<file path="config.mk">
export PLATFORM = sky130hd
export DESIGN_NAME = compare_reduce_unit
export DESIGN_NICKNAME = d
export VERILOG_FILES = /design/src/rtl/compare_reduce_unit.sv
export SDC_FILE = /design/constraint.sdc
export NUM_CORES = 1
export LEC_CHECK = 0
export ABC_AREA = 1
export CAP_MARGIN = 20
export CORE_MARGIN = 2
export CORE_UTILIZATION = 56
export DETAILED_ROUTE_END_ITERATION = 6
export MAX_ROUTING_LAYER = met4
export PLACE_DENSITY_LB_ADDON = 0.08
export SYNTH_ARGS = -nofsm -noshare
export SYNTH_HDL_FRONTEND = slang
export SYNTH_SLANG_ARGS = --single-unit
</file>
<file path="constraint.sdc">
create_clock -name clk -period 4.8 [get_ports clk]
set_clock_uncertainty 0.1 [all_clocks]
set_input_delay 0.72 -clock clk [delete_from_list [all_inputs] [get_ports clk]]
set_output_delay 0.72 -clock clk [all_outputs]
set_load 0.02 [all_outputs]
</file>
<file path="src/rtl/compare_reduce_unit.sv">
// compare_reduce_unit: streaming max/min/argmax/argmin reduction over a
// vector of unsigned operands, one element per cycle, with a valid/ready
// handshake on the result side.
module compare_reduce_unit #(
  parameter int FUNCTION_BITS = 4,
  parameter int BIT_WIDTH     = 32,
  parameter int INDEX_BITS    = 16
) (
  input  logic                     clk,
  input  logic                     reset,
  input  logic [FUNCTION_BITS-1:0] fn,
  input  logic                     in_valid,
  output logic                     in_ready,
  input  logic [BIT_WIDTH-1:0]     in_data,
  input  logic                     in_last,
  output logic                     out_valid,
  input  logic                     out_ready,
  output logic [BIT_WIDTH-1:0]     out_data,
  output logic [INDEX_BITS-1:0]    out_index
);

  typedef enum logic [1:0] {
    IDLE  = 2'd0,
    ACCUM = 2'd1,
    DONE  = 2'd2
  } state_t;

  localparam logic [FUNCTION_BITS-1:0] FN_MIN    = FUNCTION_BITS'(1);
  localparam logic [FUNCTION_BITS-1:0] FN_ARGMIN = FUNCTION_BITS'(3);

  state_t                   state_q, state_d;
  logic [BIT_WIDTH-1:0]     best_q, best_d;
  logic [INDEX_BITS-1:0]    best_idx_q, best_idx_d;
  logic [INDEX_BITS-1:0]    cnt_q, cnt_d;
  logic [FUNCTION_BITS-1:0] fn_q, fn_d;
  logic [BIT_WIDTH-1:0]     out_data_q, out_data_d;
  logic [INDEX_BITS-1:0]    out_index_q, out_index_d;

  logic accept;
  logic use_min;
  logic replace;
  logic supported;

  // Handshake decode: ready depends on state only, never on out_ready.
  always_comb begin
    in_ready  = (state_q != DONE);
    out_valid = (state_q == DONE);
    accept    = in_valid && in_ready;
  end

  // Next-state, accumulator and result computation.
  always_comb begin
    state_d     = state_q;
    best_d      = best_q;
    best_idx_d  = best_idx_q;
    cnt_d       = cnt_q;
    fn_d        = fn_q;
    out_data_d  = out_data_q;
    out_index_d = out_index_q;
    use_min     = (fn_q == FN_MIN) || (fn_q == FN_ARGMIN);
    replace     = use_min ? (in_data < best_q) : (in_data > best_q);
    supported   = 1'b0;

    case (state_q)
      IDLE: begin
        if (accept) begin
          best_d     = in_data;
          best_idx_d = '0;
          cnt_d      = INDEX_BITS'(1);
          fn_d       = fn;
          state_d    = in_last ? DONE : ACCUM;
        end
      end
      ACCUM: begin
        if (accept) begin
          if (replace) begin
            best_d     = in_data;
            best_idx_d = cnt_q;
          end
          cnt_d = cnt_q + INDEX_BITS'(1);
          if (in_last) begin
            state_d = DONE;
          end
        end
      end
      DONE: begin
        if (out_ready) begin
          state_d = IDLE;
        end
      end
      default: begin
        state_d = IDLE;
      end
    endcase

    // The result is captured on the in_last beat so it reflects that element.
    if (accept && in_last) begin
      supported   = (fn_d <= FN_ARGMIN);
      out_data_d  = supported ? best_d : '0;
      out_index_d = supported ? best_idx_d : '0;
    end
  end

  // State and datapath registers, cleared asynchronously by reset.
  always_ff @(posedge clk or posedge reset) begin
    if (reset) begin
      state_q     <= IDLE;
      best_q      <= '0;
      best_idx_q  <= '0;
      cnt_q       <= '0;
      fn_q        <= '0;
      out_data_q  <= '0;
      out_index_q <= '0;
    end else begin
      state_q     <= state_d;
      best_q      <= best_d;
      best_idx_q  <= best_idx_d;
      cnt_q       <= cnt_d;
      fn_q        <= fn_d;
      out_data_q  <= out_data_d;
      out_index_q <= out_index_d;
    end
  end

  assign out_data  = out_data_q;
  assign out_index = out_index_q;

endmodule

</file>
Yosys cells after proc, flatten, opt, wreduce, memory -nomap -nowiden:

Cells that the tools add are included.

* input bits: 41
* word-level logic and storage cells: 49
* register bits: 118
* output and inout bits: 50

* reductions and logical operators: 7
* $lt $le $gt $ge: 3
* multiplexer cells: 22
* $add $sub $neg: 1
* equal/unequal tests: 9

Operators by type and width (count)
* two-way mux 32 bit: 4
* two-way mux 16 bit: 6
* case mux 16 bit (2 select lines): 2
* case mux 32 bit (2 select lines): 1
* greater-than comparator 32 bit: 1
* < comparator 32 bit: 1
* adder 16 x 1 -> 16 bit, second input constant: 1
* two-way mux 2 bit: 5
* two-way mux 4 bit: 2
* inequality test 2 bit, second input constant: 4
* case mux 2 bit (3 select lines): 1
* equality test 4 x 1 -> 1 bit, second input constant: 1
* equality test 4 x 2 -> 1 bit, second input constant: 1
* less-or-equal comparator 4 x 2 -> 1 bit, second input constant: 1
* AND reduction 4 bit: 1
* AND reduction 3 bit: 1
* equality test 2 x 1 -> 1 bit, second input constant: 1
* equality test 2 bit, second input constant: 1
* logical AND 1 bit: 2
* logical NOT 2 bit: 1
* inequality test 2 x 1 -> 1 bit, second input constant: 1
* nonzero test 2 bit: 1
* logical OR 1 bit: 1
* two-way mux 1 bit: 1

Depth between registers and ports, before layout:

Gate-level depths: netlist (run 1).

* depth after elaboration: 7
* mapped depth: 22
* gate-level depth less buffers: 20

Worst setup path before layout (run 1):

OpenSTA, ideal clock, no wires.

* kind: input port to flip-flop
* from: in in_data[5]
* to: reg out_data_q[28], in the netlist out_data[28]
* setup time: 0.117 ns
* arrival: 2.207 ns
* stages on the path: 16
* path slack: 2.377 ns
* data required time: 4.583 ns
* path buffers: 1
* cell sequence: ha_1 a21oi_1 nor2_1 nor2_1 nand2_1 nand2_1 nand2_1 nand2_2 nand2_1 nand2_2 clkbuf_1 nand4_1 nand3_1 nand2_1 nand2_1 nand2_1

* word-level cells in the longest chain between the ends: 6

Ends and longest elaborated chain
* start: declaration: RTL line 14 `input logic [BIT_WIDTH-1:0] in_data,`
* greater-than comparator 32 bit / < comparator 32 bit (equally long branches): RTL line 61 `replace = use_min ? (in_data < best_q) : (in_data > best_q);`
* two-way mux 1 bit (*): RTL line 61
* two-way mux 32 bit (*): RTL line 76 `if (replace) begin`
* two-way mux 32 bit (*): RTL line 75 `if (accept) begin`
* case mux 32 bit (2 select lines) (*): RTL line 64 `case (state_q)`
* net best_d[28]: RTL line 32 `logic [BIT_WIDTH-1:0] best_q, best_d;`
* two-way mux 32 bit (*): RTL line 99 `out_data_d = supported ? best_d : '0;`
* end signal: assignment: RTL line 120 `out_data_q <= out_data_d;`
* end: declaration: RTL line 36 `logic [BIT_WIDTH-1:0] out_data_q, out_data_d;`

The timed path passes the listed nets; every way through them passes the cells marked *.
A chain may end at the register's enable or synchronous reset.

Worst setup path after layout (run 1):

* from: in in_data[6]
* to: reg out_index_q[14], in the netlist out_index[14]

* word-level cells in the longest chain between the ends: 6

Ends and longest elaborated chain
* greater-than comparator 32 bit / < comparator 32 bit (equally long branches): RTL line 61
* two-way mux 1 bit (*): RTL line 61
* two-way mux 16 bit (*): RTL line 76
* two-way mux 16 bit (*): RTL line 75
* case mux 16 bit (2 select lines) (*): RTL line 64
* net best_idx_d[14]: RTL line 33 `logic [INDEX_BITS-1:0] best_idx_q, best_idx_d;`
* two-way mux 16 bit (*): RTL line 100 `out_index_d = supported ? best_idx_d : '0;`
* end signal: assignment: RTL line 121 `out_index_q <= out_index_d;`
* end: declaration: RTL line 37 `logic [INDEX_BITS-1:0] out_index_q, out_index_d;`

Marked as above.

==> summary.txt, run 1 <==
vias post-DR: 6503
met3 Track Usage GR: 5.81%
final wirelength: 18100 um
crit share post-route: 64.6%
Die Wd: 116 um
Hold Fails Final Rpt: 0
Mapped Nets: 1027
DR WL/cell: 15.0 um
cell area after layout: 0.00848 mm2
fraction of layout cells with a size suffix above 1: 6.27%
Max H-tree Level: 4
hold path cells: 2
antenna viol nets, final: 0
CP max FO: 21
Synth Instances: 953
Root Driver: clkbuf_16
placed instance area: 0.00793 mm2
Die Area: 0.0134 mm2
GRT Overall Usage: 29.5%
Power Dens Cells: 639 mW/mm2
CTS tree: done
Detailed Routing Iterations Pass 1: 7
port bufs: 89
first-pass GRT wire length: 29800 um
f_max: 323 MHz
RePlAce Congestion: 0.867
clk_lat worst skew: 430 ps
CP max stage cell: clkdlybuf4s50_1
synthesized flop and latch total: 117
# DRC: 0
Critical Path AT: 3320 ps
total global routing overflow: 0
Area contributors post-synth: dfrtp_1 42%, nand2_1 17%, inv_1 6.6%, a21oi_1 6.2%, ha_1 5.9%
slowest stage delay, CP: 470 ps
Resized cells post-CTS: 0
register area share after synthesis: 41.9%
Initial Util: 57.6%
fin nets: 1097
initial antenna violation count: 0
CTS Hold Bufs: 0
CP startpoint kind: input port
EDFF count, synth: 0
CTS Buf Count: 17
Final Setup Violations: 0
Worst Path Buf+Inv: 2
initial DRC count: 596
status: completed
Mapped Area: 0.00698 mm2
most frequent CP cell: nand2_1
Synth-to-Final Area Change: 21.5%
Worst R2R Start: state_q[1]
height of the die: 116 um
Clock Path Buffers: 2
CORE AREA: 0.0121 mm2
IO Pins: 91
vias in the first global route: 6087
# rows: 40
crit path kind: input port to flip-flop
met1 Usage GRT: 37.4%
maximum vdd drop: 0.398 mV
kind of cell adding the most delay to the critical path: simple AND/OR/NAND/NOR gates
required time of the critical path: 5020 ps
RSZ-0062 raised after global routing: no
FF-to-FF End: cnt_q[11]
worst hold path class: flip-flop to flip-flop
sink count of the clock tree: 117
Synth top area share: 41.9%
Yosys top cell by area: dfrtp_1
min Tclk post-route: 3100 ps
pin count of the biggest net entering global routing: 78
Synth Flop Type: dfrtp_1
GR peak layer: met2
cell leakage power: 4.39 nW
Avg Synthesized Cell Area: 7.32 um2
grt met2 use: 47.1%
Synth cell types: 37
Worst-Margin Slew: 916 ps
Ys Warns: 0
R2R cell count: 10
DP HPWL: 11300 um
r2r setup slk: 2030 ps
Post-Route Utilization: 70.0%
diodes inserted: 0
max_cap viols: 0
clk slew on worst S/H paths: 60 ps
critical-path cell list: clkdlybuf4s50_1, ha_1, nand2_1, nor2_1, nand4_1, nor2_1, nand2_1, nand2_1, nand2_2, nand3_2, buf_4, nand2_1, nand3_1, nand2_1, nand2_1, nand2_1
Via density: 5.40
CP endpoint kind: flip-flop
Async S/R FF share, synth: 100%
Slew Viols, Final: 0
setup bufs post-CTS: 0
Rel. slew slack: 39.0%
Sum Neg Setup Slack: 0 ps
-- state kept, by name (all words and copies together), names as in the netlist, named ones only --
register and flops:
best_q 32, out_data 32, best_idx_q 16, cnt_q 16, out_index 16, fn_q 2, state_q 2
-- report_power, final --
group	total (mW)	switching (mW)	internal [mW]
sequential	1.56	0.221	1.34
clock	1.18	0.509	0.670
combinational	2.68	1.73	0.946
total	5.42	2.46	2.96
-- cells in the mapped netlist, types with 2 or more instances --
| cell type | instances |
|---|---|
| xor2_1 | 3 |
| nand4_1 | 52 |
| nor2_1 | 23 |
| buf_4 | 10 |
| nor3_2 | 2 |
| o22ai_1 | 4 |
| nand2_1 | 323 |
| nand3_2 | 2 |
| nor2_4 | 3 |
| nor2_2 | 2 |
| nand3_1 | 54 |
| buf_1 | 2 |
| dfrtp_1 | 117 |
| o21ai_1 | 3 |
| o21bai_1 | 7 |
| inv_1 | 123 |
| clkbuf_1 | 20 |
| buf_2 | 14 |
| a211oi_1 | 2 |
| ha_1 | 33 |
| o21ai_0 | 40 |
| o21a_1 | 3 |
| nor3_1 | 5 |
| clkinv_1 | 2 |
| inv_2 | 2 |
| buf_6 | 5 |
| nand2_2 | 2 |
| a21oi_1 | 86 |
-- routing by layer --
metal	wire length [um]	vias to the layer above
li1	-	3242
met1	8020	3042
met2	8720	192
met3	1030	27
met4	329	0
met5	0	-
-- logic make-up after synthesis --
group	count (synthesis)	share of synthesized area (%)
xor gates and xnor gates	3	0.376
adders and majority gates	33	5.92
AOI/OAI and AO/OA	150	11.5
DFF	117	41.9
buffers and inverters	179	11.0
and+or+nand+nor	471	29.3
-- tightest hold or removal path, cell delays in order, from the launching register on --
cell and delay (ps):
dfrtp_1 330, nand2_1 60, nand2_1 50
-- through the flow --
| stage | instances | hold slack (ps) | power (mW) | setup WS (ps) |
|---|---|---|---|---|
| 6_report | 1204 | 371 | 5.42 | 1700 |
| 5_1_grt | 1204 | 400 | 5.87 | 1460 |
| 4_1_cts | 1204 | 375 | 5.42 | 1690 |
| 3_5_place_dp | 1172 | 361 | 4.21 | 1240 |
| 3_3_place_gp | 1172 | 353 | 4.15 | 1290 |
| 2_1_floorplan | 953 | 333 | 3.48 | 879 |
-- final cells by class --
cell class	count	area [um2]
Clock buffer	17	425
Multi-Input combinational cell	657	3310
Timing Repair Buffer	102	1000
Tap cell	168	210
Inverter	128	485
Sequential cell	117	2930
Fill cell	1049	3630
Clock inverter	15	121
-- worst max-delay path by stage --
stage	start	slack (ps)	end	depth (start not counted)
2_1_floorplan	reset	880	async pin	1
3_3_place_gp	in_data[7]	1290	out_index[14]	16
3_5_place_dp	in_data[7]	1240	out_index[14]	16
4_1_cts	in_data[29]	1690	out_index[14]	15
5_1_grt	in_data[7]	1460	out_index[14]	16
6_report	in_data[6]	1700	out_index[14]	16
-- placed cells by master (no fill, tap or decap), types with 3 or more instances in the layout --
cell type	n
o21a_1	3
clkinvlp_4	4
o21ai_0	40
ha_1	33
dfrtp_1	117
nor2_1	21
inv_6	7
nor2_4	5
inv_1	122
xor2_1	3
a21oi_1	86
o22ai_1	4
nand2_2	3
buf_4	12
clkdlybuf4s50_1	89
nand3_1	54
o21bai_1	7
o21ai_1	3
nor3_1	5
clkbuf_16	17
nand2_1	322
nand4_1	52
(Power assumes the default switching activity.)
==> inputs of run 2 (changes only) <==
--- a/config.mk
+++ b/config.mk
@@ -8,7 +8,7 @@
 export ABC_AREA = 1
 export CAP_MARGIN = 20
 export CORE_MARGIN = 2
-export CORE_UTILIZATION = 56
+export CORE_UTILIZATION = 51
 export DETAILED_ROUTE_END_ITERATION = 6
 export MAX_ROUTING_LAYER = met4
 export PLACE_DENSITY_LB_ADDON = 0.08
==> constraint.sdc (replaced) <==
create_clock -name clk -period 2.5 [get_ports clk]
set_clock_uncertainty 0.1 [all_clocks]
set_input_delay 0.375 -clock clk [delete_from_list [all_inputs] [get_ports clk]]
set_output_delay 0.375 -clock clk [all_outputs]
set_load 0.02 [all_outputs]
==> run 2 against run 1 <==
  * Combinational power rose by 130%
  * First-iteration DRC count fell by 16%
  * Sequential power rose by 93%
  * Setup slack got worse by 1700 ps
  * Largest cell class unchanged
  * Flip-flop and latch count did not move
  * Die area rose by 9.5%
==> summary.txt, run 2 (synthesized netlist as in run 1, its figures left out) <==
first-pass GRT wire length: 31200 um (was 29800 um)
Sum Neg Setup Slack: 0 ps (unchanged)
Via density: 5.39 (was 5.40)
Max H-tree Level: 4 (unchanged)
pre-CTS setup slack: -299 ps (was 1240 ps)
height of the die: 121 um (was 116 um)
CP startpoint kind: input port (unchanged)
maximum vdd drop: 0.783 mV (was 0.398 mV)
diodes inserted: 0 (unchanged)
worst hold slack: 252 ps (was 371 ps)
CP max stage cell: clkdlybuf4s50_1 (unchanged)
Worst-Margin Slew: 582 ps (was 916 ps)
most frequent CP cell: nand2_1 (unchanged)
commonest non-fill, non-tap cell in the layout: nand2_1 (unchanged)
# rows: 42 (was 40)
Inst Count DP: 1201 (was 1172)
critical-path cell list: clkdlybuf4s50_1, ha_1, a21oi_2, o21ai_1, nand2_1, nand2_1, a21oi_4, nand2_2, nand2_4, nand3_4, buf_6, clkbuf_16, nand2_1, nand3_1, nand2_1, nand2_1, nand2_1 (was clkdlybuf4s50_1, ha_1, nand2_1, nor2_1, nand4_1, nor2_1, nand2_1, nand2_1, nand2_2, nand3_2, buf_4, nand2_1, nand3_1, nand2_1, nand2_1, nand2_1)
Die Wd: 121 um (was 116 um)
fin worst setup slack: 9.80 ps (was 1700 ps)
net switching power: 5.02 mW (was 2.46 mW)
DP HPWL: 12100 um (was 11300 um)
port bufs: 89 (unchanged)
Synth-to-Final Area Change: 31.9% (was 21.5%)
crit share post-route: 99.6%
vias in the first global route: 6463 (was 6087)
Reg power frac: 25.8% (was 28.8%)
Sw Share: 43.0% (was 45.5%)
status: completed (unchanged)
GRT Overall Usage: 27.8% (was 29.5%)
IO Pins: 91 (unchanged)
final wirelength: 19600 um (was 18100 um)
crit path kind: input port to flip-flop (unchanged)
Rel. slew slack: 61.0% (was 39.0%)
min Tclk post-route: 2490 ps
RePlAce Congestion: 0.870 (was 0.867)
fraction of layout cells with a size suffix above 1: 12.5% (was 6.27%)
# DRC: 0 (unchanged)
Reg area: 0.00293 mm2 (unchanged)
Detailed Routing Iterations Pass 1: 5 (was 7)
Clock Path Buffers: 2 (unchanged)
sink count of the clock tree: 117 (unchanged)
area of the multi-input gates: 0.00348 mm2 (was 0.00331 mm2)
most frequent cells in the layout: 315 x nand2_1, 119 x inv_1, 117 x dfrtp_1 (was 322 x nand2_1, 122 x inv_1, 117 x dfrtp_1)
CP max FO: 6 (was 21)
Power Dens Cells: 1270 mW/mm2 (was 639 mW/mm2)
Initial Util: 52.5% (was 57.6%)
Power Total: 11.7 mW (was 5.42 mW)
slowest stage delay, CP: 450 ps (was 470 ps)
clk slew on worst S/H paths: 60 ps (about the same)
pin count of the biggest net entering global routing: 54 (was 78)
vias post-DR: 6733 (was 6503)
Slew Viols, Final: 0 (unchanged)
f_max: 402 MHz
Root Driver: clkbuf_16 (unchanged)
CORE AREA: 0.0133 mm2 (was 0.0121 mm2)
non-filler cells, final: 1250 (was 1204)
max_cap viols: 0 (unchanged)
Hold Fails Final Rpt: 0 (unchanged)
antenna viol nets, final: 0 (unchanged)
fin nets: 1135 (was 1097)
total global routing overflow: 0 (unchanged)
CTS Buf Count: 17 (unchanged)
CP endpoint kind: flip-flop (unchanged)
Int Pwr: 6.64 mW (was 2.96 mW)
CTS tree: done (unchanged)
Comb pwr share: 52.2% (was 49.4%)
Critical Path AT: 2750 ps (was 3320 ps)
cell leakage power: 4.76 nW (was 4.39 nW)
initial DRC count: 500 (was 596)
required time of the critical path: 2760 ps (was 5020 ps)
DR WL/cell: 15.7 um (was 15.0 um)
worst hold path class: input port to async pin (was flip-flop to flip-flop)
clock share of power: 21.9% (was 21.8%)
Final Setup Violations: 0 (unchanged)
Die Area: 0.0146 mm2 (was 0.0134 mm2)
Fillers: 1127 (was 1049)
initial antenna violation count: 0 (unchanged)
clk_lat worst skew: 430 ps (about the same)
run 2: changes by cell type in the layout (fill, tap and decap cells not counted), moves of 5 or more:
cell / previous run / this run
nand2_2: 3 / 9
o21bai_2: 0 / 6
ha_4: 0 / 5
buf_12: 1 / 8
o21bai_1: 7 / 0
buf_4: 12 / 34
nand2_1: 322 / 315
ha_1: 33 / 28
run 2: final cells by class:
cell class	count	share of cell area, %
Clock buffer	18	4.77
Clock inverter	14	1.89
Inverter	128	5.29
Multi-Input combinational cell	657	37.8
Sequential cell	117	31.8
Tap cell	176	2.39
Timing Repair Buffer	140	16.1
run 2: final timing paths:
check,from,to,slack (ps),depth (start not counted)
max,in_data[25],out_data[9],10,17
min,reset,state_q[0],250,2
max reg2reg,best_q[25],out_data[9],30,17
min reg2reg,out_data[17],out_data[17],380,2
max in group asynchronous,reset,best_q[25],1390,3
min in group clk,out_data[17],out_data[17],380,2
run 2: per-layer routing:
layer  vias to the layer above  global-route usage, %  share of wire [%]
met5                         -                      -                  0
met1                      3222                   32.5                 42
met2                       170                   47.7                 52
li1                       3310                      -                  -
met3                        31                   6.16                4.3
met4                         0                   8.50                1.6
run 2: power by group through the flow:
stage | registers, mW | logic, mW | clock network, mW
final | 3.01 | 6.09 | 2.56
after global routing | 3.09 | 6.80 | 2.67
after CTS | 3.00 | 5.41 | 2.58
after detailed placement | 3.02 | 5.36 | 0
after global placement | 3.01 | 5.28 | 0
after floorplan | 3.18 | 3.51 | 0
run 2: stage by stage:
step	area [um2]	util, %
2_1_floorplan	6980	-
3_5_place_dp	8190	61.6
3_3_place_gp	8190	61.6
4_1_cts	8800	66.2
5_1_grt	9210	69.2
6_report	9210	69.2
run 2: what timing repair did:
action | in CTS | in global routing
setup buffers | 0 | 12
endpoints found under the hold margin | 0 | 0
hold buffers | 0 | 0
setup endpoints to repair | 0 | 53
gates resized for setup | 0 | 44
run 2: worst max-delay path, delay by kind of cell:
family / cells / cell delay (ps)
simple gates: 10 / 820
buf+inv: 3 / 770
compound gates: 3 / 430
fa+ha+maj: 1 / 350
